`src/rtl/fft_pkg.sv`:
```
// Shared FFT definitions: twiddle scheduler FSM encoding and the packing of the
// real/imag halves inside a twiddle word.
package fft_pkg;

    typedef enum logic [1:0] {
        ST_IDLE  = 2'd0,
        ST_RUN   = 2'd1,
        ST_DRAIN = 2'd2
    } sched_state_t;

    // Half-word slot of each component: word = {real, imag}.
    localparam int TW_RE_SLOT = 1;
    localparam int TW_IM_SLOT = 0;

endpackage

```
`src/rtl/twiddle_addr_gen.sv`:
```
// Combinational radix-2 DIT decode: stage s and butterfly b -> ROM address and
// the two sample indices of the butterfly.
module twiddle_addr_gen #(
    parameter int N    = 32,
    parameter int LOGN = $clog2(N),
    parameter int SW   = $clog2(LOGN) + 1
) (
    input  logic [SW-1:0]   s,
    input  logic [LOGN-2:0] b,
    output logic [LOGN-1:0] rom_addr,
    output logic [LOGN-1:0] top,
    output logic [LOGN-1:0] bot
);

    logic [LOGN-1:0] one_s;
    logic [LOGN-1:0] mask;
    logic [LOGN-1:0] b_ext;
    logic [LOGN-1:0] b_lo;
    logic [LOGN-1:0] b_hi;

    // b_lo is the position inside a group, b_hi the group number; top has a
    // zero at bit s, so setting that bit yields top + 2^s.
    always_comb begin
        one_s    = LOGN'(1) << s;
        mask     = one_s - LOGN'(1);
        b_ext    = LOGN'(b);
        b_lo     = b_ext & mask;
        b_hi     = b_ext >> s;
        top      = (b_hi << (s + SW'(1))) | b_lo;
        bot      = top | one_s;
        rom_addr = b_lo << (SW'(LOGN - 1) - s);
    end

endmodule

```
`src/rtl/twiddle_scheduler.sv`:
```
// FFT twiddle scheduler: walks every stage/butterfly, fetches twiddles from an
// external ROM and streams them over a valid/ready port. Optional build macro
// TWIDDLE_SCHED_CONJ_EN adds an 'inverse' input that conjugates the twiddles.
module twiddle_scheduler
    import fft_pkg::*;
#(
    parameter int N         = 32,
    parameter int word_size = 16
) (
    input  logic                          clk,
    input  logic                          reset,
    input  logic                          start,
`ifdef TWIDDLE_SCHED_CONJ_EN
    input  logic                          inverse,
`endif
    output logic                          busy,
    output logic                          done,
    output logic [$clog2(N)-1:0]          rom_addr,
    input  logic [2*word_size-1:0]        rom_data,
    output logic                          tw_valid,
    input  logic                          tw_ready,
    output logic [2*word_size-1:0]        tw_data,
    output logic [$clog2(N)-1:0]          tw_top,
    output logic [$clog2(N)-1:0]          tw_bot,
    output logic [$clog2($clog2(N)):0]    tw_stage,
    output logic                          tw_last
);

    localparam int LOGN = $clog2(N);
    localparam int SW   = $clog2(LOGN) + 1;
    localparam int BW   = LOGN - 1;
    localparam int W2   = 2 * word_size;

    sched_state_t    state, state_nx;
    logic [SW-1:0]   s_q;
    logic [BW-1:0]   b_q;
    logic            load;
    logic            drain_acc;
    logic            is_last;
    logic [LOGN-1:0] addr_c, top_c, bot_c;
    logic [W2-1:0]   data_c;

    logic            vld_p1;
    logic            done_p1;
    logic [W2-1:0]   data_p1;
    logic [LOGN-1:0] top_p1, bot_p1;
    logic [SW-1:0]   stage_p1;
    logic            last_p1;

    twiddle_addr_gen #(.N(N), .LOGN(LOGN), .SW(SW)) u_addr_gen (
        .s        (s_q),
        .b        (b_q),
        .rom_addr (addr_c),
        .top      (top_c),
        .bot      (bot_c)
    );

    assign is_last = (s_q == SW'(LOGN - 1)) && (b_q == {BW{1'b1}});

`ifdef TWIDDLE_SCHED_CONJ_EN
    logic inv_q;
    logic inv_eff;

    function automatic logic signed [word_size-1:0] neg_sat(input logic signed [word_size-1:0] x);
        logic signed [word_size-1:0] most_neg;
        most_neg = {1'b1, {(word_size-1){1'b0}}};
        if (x == most_neg) return ~most_neg;
        return -x;
    endfunction

    // The first butterfly is loaded in the start cycle, before inv_q is written.
    assign inv_eff = (state == ST_IDLE) ? inverse : inv_q;

    always_comb begin
        data_c = rom_data;
        if (inv_eff)
            data_c[TW_IM_SLOT*word_size +: word_size] =
                neg_sat(rom_data[TW_IM_SLOT*word_size +: word_size]);
    end

    always_ff @(posedge clk) begin
        if (reset)
            inv_q <= 1'b0;
        else if (state == ST_IDLE && start)
            inv_q <= inverse;
    end
`else
    assign data_c = rom_data;
`endif

    always_comb begin
        state_nx  = state;
        load      = 1'b0;
        drain_acc = 1'b0;
        unique case (state)
            ST_IDLE: begin
                if (start) begin
                    load     = 1'b1;
                    state_nx = ST_RUN;
                end
            end
            ST_RUN: begin
                if (!vld_p1 || tw_ready) begin
                    load = 1'b1;
                    if (is_last)
                        state_nx = ST_DRAIN;
                end
            end
            ST_DRAIN: begin
                if (tw_ready) begin
                    drain_acc = 1'b1;
                    state_nx  = ST_IDLE;
                end
            end
            default: state_nx = ST_IDLE;
        endcase
    end

    always_ff @(posedge clk) begin
        if (reset) begin
            state   <= ST_IDLE;
            s_q     <= '0;
            b_q     <= '0;
            vld_p1  <= 1'b0;
            done_p1 <= 1'b0;
        end else begin
            state   <= state_nx;
            done_p1 <= drain_acc;
            if (load) begin
                vld_p1 <= 1'b1;
                if (is_last) begin
                    s_q <= '0;
                    b_q <= '0;
                end else if (b_q == {BW{1'b1}}) begin
                    s_q <= s_q + SW'(1);
                    b_q <= '0;
                end else begin
                    b_q <= b_q + BW'(1);
                end
            end else if (drain_acc) begin
                vld_p1 <= 1'b0;
            end
        end
    end

    // p1: output register, loaded only when the previous word is gone
    always_ff @(posedge clk) begin
        if (reset) begin
            data_p1  <= '0;
            top_p1   <= '0;
            bot_p1   <= '0;
            stage_p1 <= '0;
            last_p1  <= 1'b0;
        end else if (load) begin
            data_p1  <= data_c;
            top_p1   <= top_c;
            bot_p1   <= bot_c;
            stage_p1 <= s_q;
            last_p1  <= is_last;
        end
    end

    assign rom_addr = addr_c;
    assign busy     = (state != ST_IDLE);
    assign done     = done_p1;
    assign tw_valid = vld_p1;
    assign tw_data  = data_p1;
    assign tw_top   = top_p1;
    assign tw_bot   = bot_p1;
    assign tw_stage = stage_p1;
    assign tw_last  = last_p1;

endmodule

```
`config.mk`:
```
export PLATFORM = sky130hd
export DESIGN_NAME = twiddle_scheduler
export DESIGN_NICKNAME = d
export VERILOG_FILES = /design/src/rtl/fft_pkg.sv /design/src/rtl/twiddle_addr_gen.sv /design/src/rtl/twiddle_scheduler.sv
export SDC_FILE = /design/constraint.sdc
export NUM_CORES = 1
export LEC_CHECK = 0
export BUFFER_PORTS_ARGS = -buffer_cell sky130_fd_sc_hd__buf_2
export CAP_MARGIN = 10
export CORE_ASPECT_RATIO = 1.5
export CORE_MARGIN = 5
export CORE_UTILIZATION = 30
export CTS_BUF_LIST = sky130_fd_sc_hd__clkbuf_4 sky130_fd_sc_hd__clkbuf_8
export DETAILED_ROUTE_END_ITERATION = 12
export MAX_ROUTING_LAYER = met4
export PLACE_DENSITY = 0.54
export SYNTH_ARGS = -nofsm -noshare
export SYNTH_HDL_FRONTEND = slang
export SYNTH_SLANG_ARGS = --single-unit
export TNS_END_PERCENT = 20
```
`constraint.sdc`:
```
create_clock -name clk -period 2.85 [get_ports clk]
set_input_delay 0.4275 -clock clk [delete_from_list [all_inputs] [get_ports clk]]
set_output_delay 0.4275 -clock clk [all_outputs]
set_load 0.1 [all_outputs]
```
==> flow_summary_export.csv <==
group,metric,value,unit
worst_hold_path,worstHoldPathType,"in2reg",
worst_setup_path,cp-end-kind,"output port",
power,sw_frac_of_total,36.1,%
power,peakVddDrop,0.000312,V
global_route,grt_pass1_wl,12600,um
sta,post-route-period-util,98.5,%
status,outcome,"completed",
sta,worst_pin_slew,0.525,ns
synthesis,ys_types,51,
floorplan,io-pin-count,91,
routing,via_count,2740,
worst_setup_path,critPathMaxFanout,13,
routing,dr.pass1.iters,4,
cts,clk_pin_slew_worst_paths,0.07,ns
power,p_sw,0.000811,W
routing,drt-initial-drc-count,160,
final_layout,layout_common_cells,"nand2_1 (90), buf_2 (85), dfxtp_1 (58)",
power,p_seq_share,40.2,%
floorplan,fp-row-count,43,
place,dp_hpwl,5800,um
synthesis,synth.top_cell.area_share,42.6,%
floorplan,coreArea,9150,um2
cts,clock-root-buffer,"clkbuf_8",
synthesis,synth.net_count,398,
sta,maxSlewHeadroom,64.1,%
worst_setup_path,path_buf_inv,2,
sta,tns,0,ns
sta,drv_slew,0,
final_layout,layout-drive-gt1-share,32.6,%
global_route,grt_usage,14.7,%
final_layout,antenna_cells,0,
final_layout,layout_commonest_cell,"nand2_1",
worst_setup_path,crit_path_start,"s_q[0]",
synthesis,synth_cells,353,
global_route,antenna_found_initial,0,
power,powerDensity,595,nW/um2
worst_setup_path,slowest_delay,0.36,ns
final_layout,syn_to_final_growth,36.1,%
synthesis,synth_area_leaders,"dfxtp_1 (43%), nand2_1 (12%), a21oi_1 (9.6%)",
worst_setup_path,slowest_stage,"dfxtp_4",
power,clkPwrFrac,35.0,%
sta,fin_skew,0.00864,ns
floorplan,start_util,30.3,%
cts,cts_tree,"yes",
worst_setup_path,critical_path_class,"reg2out",
sta,rsz0062_at_grt,"yes",
place,place_congestion,0.912,
synthesis,yosysWarnings,0,
sta,final-hold-violation-count,0,
worst_setup_path,regToRegStartpoint,"s_q[1]",
global_route,grt_pass1_vias,2576,
cts,cts.sinks,59,
synthesis,async_reset_ff_share,0,%
worst_setup_path,worst_setup_path_start_kind,"register",
routing,drc_errors,0,
cts,clk_path_buf_depth,2,
cts,htree_levels,3,
routing,antenna_left,0,
synthesis,ys_ff_latch,59,
routing,wl,7970,um
synthesis,synth-edff-count,0,
worst_setup_path,path_delay_family,"compound AO/OA/AOI/OAI gates",
sta,fmaxAchievable,356,MHz
global_route,grt_max_degree,34,
sta,period_needed,2.81,ns
power,leakage,1.64,nW
routing,wl_met1,3110,um
floorplan,fp.dieH,128,um
sta,hold_ws,0.324,ns
routing,viasPerCell,4.92,
synthesis,syn_area_per_cell,7.86,um2
worst_setup_path,worstPathArrival,2.38,ns
cts,cts_buffers,9,
synthesis,synth-main-ff-cell,"dfxtp_1",
worst_hold_path,hp-start,"rom_data[20]",
routing,wl_met2,4270,um
power,p_int,0.00144,W
synthesis,synth_largest_area_cell,"dfxtp_1",
sta,finalSetupViolCount,0,
synthesis,ys_seq_area_share,42.6,%
worst_setup_path,cp.required,2.42,ns
routing,top_layer_used,"met4",
run,maxCapViolCount,0,
floorplan,die_width,88.5,um
floorplan,die_area,11300,um2
routing,wl_met3,346,um
cts,worstSkewPairLatency,0.34,ns
routing,wl_per_cell,14.3,um
power,power_frac_comb,24.8,%
final_layout,nNetsFinal,485,
place,port_buffers,90,
worst_setup_path,path_cells,"buf_12 -> ha_2 -> o21ba_4 -> o21a_1 -> o31a_1 -> mux2_4 -> o21a_1 -> buf_12",
global_route,grt.overflow.total,0,
synthesis,synthesis.area,2770,um2
[power groups by stage]
stage	clock network [W]	logic, W	registers, W
after floorplan	0	0.000132	0.00124
after global placement	0	0.000557	0.000923
after detailed placement	0	0.000560	0.000924
after CTS	0.000816	0.000561	0.000906
after global routing	0.000861	0.000586	0.000911
final	0.000787	0.000556	0.000904
[path summary, 6_finish.rpt]
kind,endpoint,slack [ns],depth (start not counted)
hold / removal,tw_data[20],0.32,3
setup reg to reg,tw_bot[3],0.62,8
setup / recovery,rom_addr[3],0.04,8
hold reg to reg,tw_data[11],0.45,2
[cell type report]
class                           instances  area (um2)
Multi-Input combinational cell        260        1550
Clock buffer                           12         159
Fill cell                             972        5370
Inverter                                6        22.5
Sequential cell                        59        1180
Tap cell                              112         140
Clock inverter                          4        48.8
Timing Repair Buffer                  104         668
[stage by stage]
stage | util, % | instance area (um2) | setup slack [ns] | power, W | cells
after global placement | 37.5 | 3430 | 0.355 | 0.00148 | 538
final | 41.3 | 3780 | 0.0423 | 0.00225 | 557
after global routing | 41.3 | 3780 | -0.0284 | 0.00236 | 557
after detailed placement | 37.5 | 3430 | 0.336 | 0.00148 | 538
after floorplan | - | 2810 | -0.452 | 0.00137 | 353
after CTS | 40.0 | 3660 | 0.0105 | 0.00228 | 554
[routing by layer]
layer / global-route usage, % / up-vias
met5: - / -
met4: 7.30 / 0
met3: 3.41 / 16
met2: 24.9 / 58
met1: 15.8 / 1287
li1: - / 1379
[cells in the mapped netlist (all sizes together), types with 3 or more instances]
master	count
nand2b	5
ha	9
o21a	3
nor2	17
nor3b	3
inv	6
o21ai	16
nand3	3
mux2i	3
a31oi	5
buf	10
nor3	9
xor2	4
xnor2	3
nand2	90
dfxtp	59
a21oi	53
clkbuf	18
[cells by family after synthesis]
logic type,synth area share [%]
simple gates,23.2
buf+inv,5.59
fa+ha+maj,4.06
compound gates,20.9
mux,1.49
xor+xnor,2.21
flops,42.6
[flip-flops by register name, summed over array words and instances, names as in the netlist]
| name | cells |
|---|---|
| done | 1 |
| tw_stage | 4 |
| tw_last | 1 |
| tw_top | 5 |
| tw_data | 32 |
| tw_valid | 1 |
| state | 2 |
| s_q | 4 |
| tw_bot | 5 |
| b_q | 4 |
[tightest hold or removal path, cell delays in order]
cell and delay, ns:
buf_2 0.09, nand2_1 0.04, a21oi_1 0.05
[repair_timing]
| item | in CTS | in global routing |
|---|---|---|
| setup endpoints to repair | 2 | 4 |
| setup buffers | 0 | 2 |
| pin swaps | 4 | 2 |
| gates cloned | 0 | 1 |
| hold buffers | 0 | 0 |
| gates resized for setup | 6 | 17 |
Power figures use the tool's default switching activity.
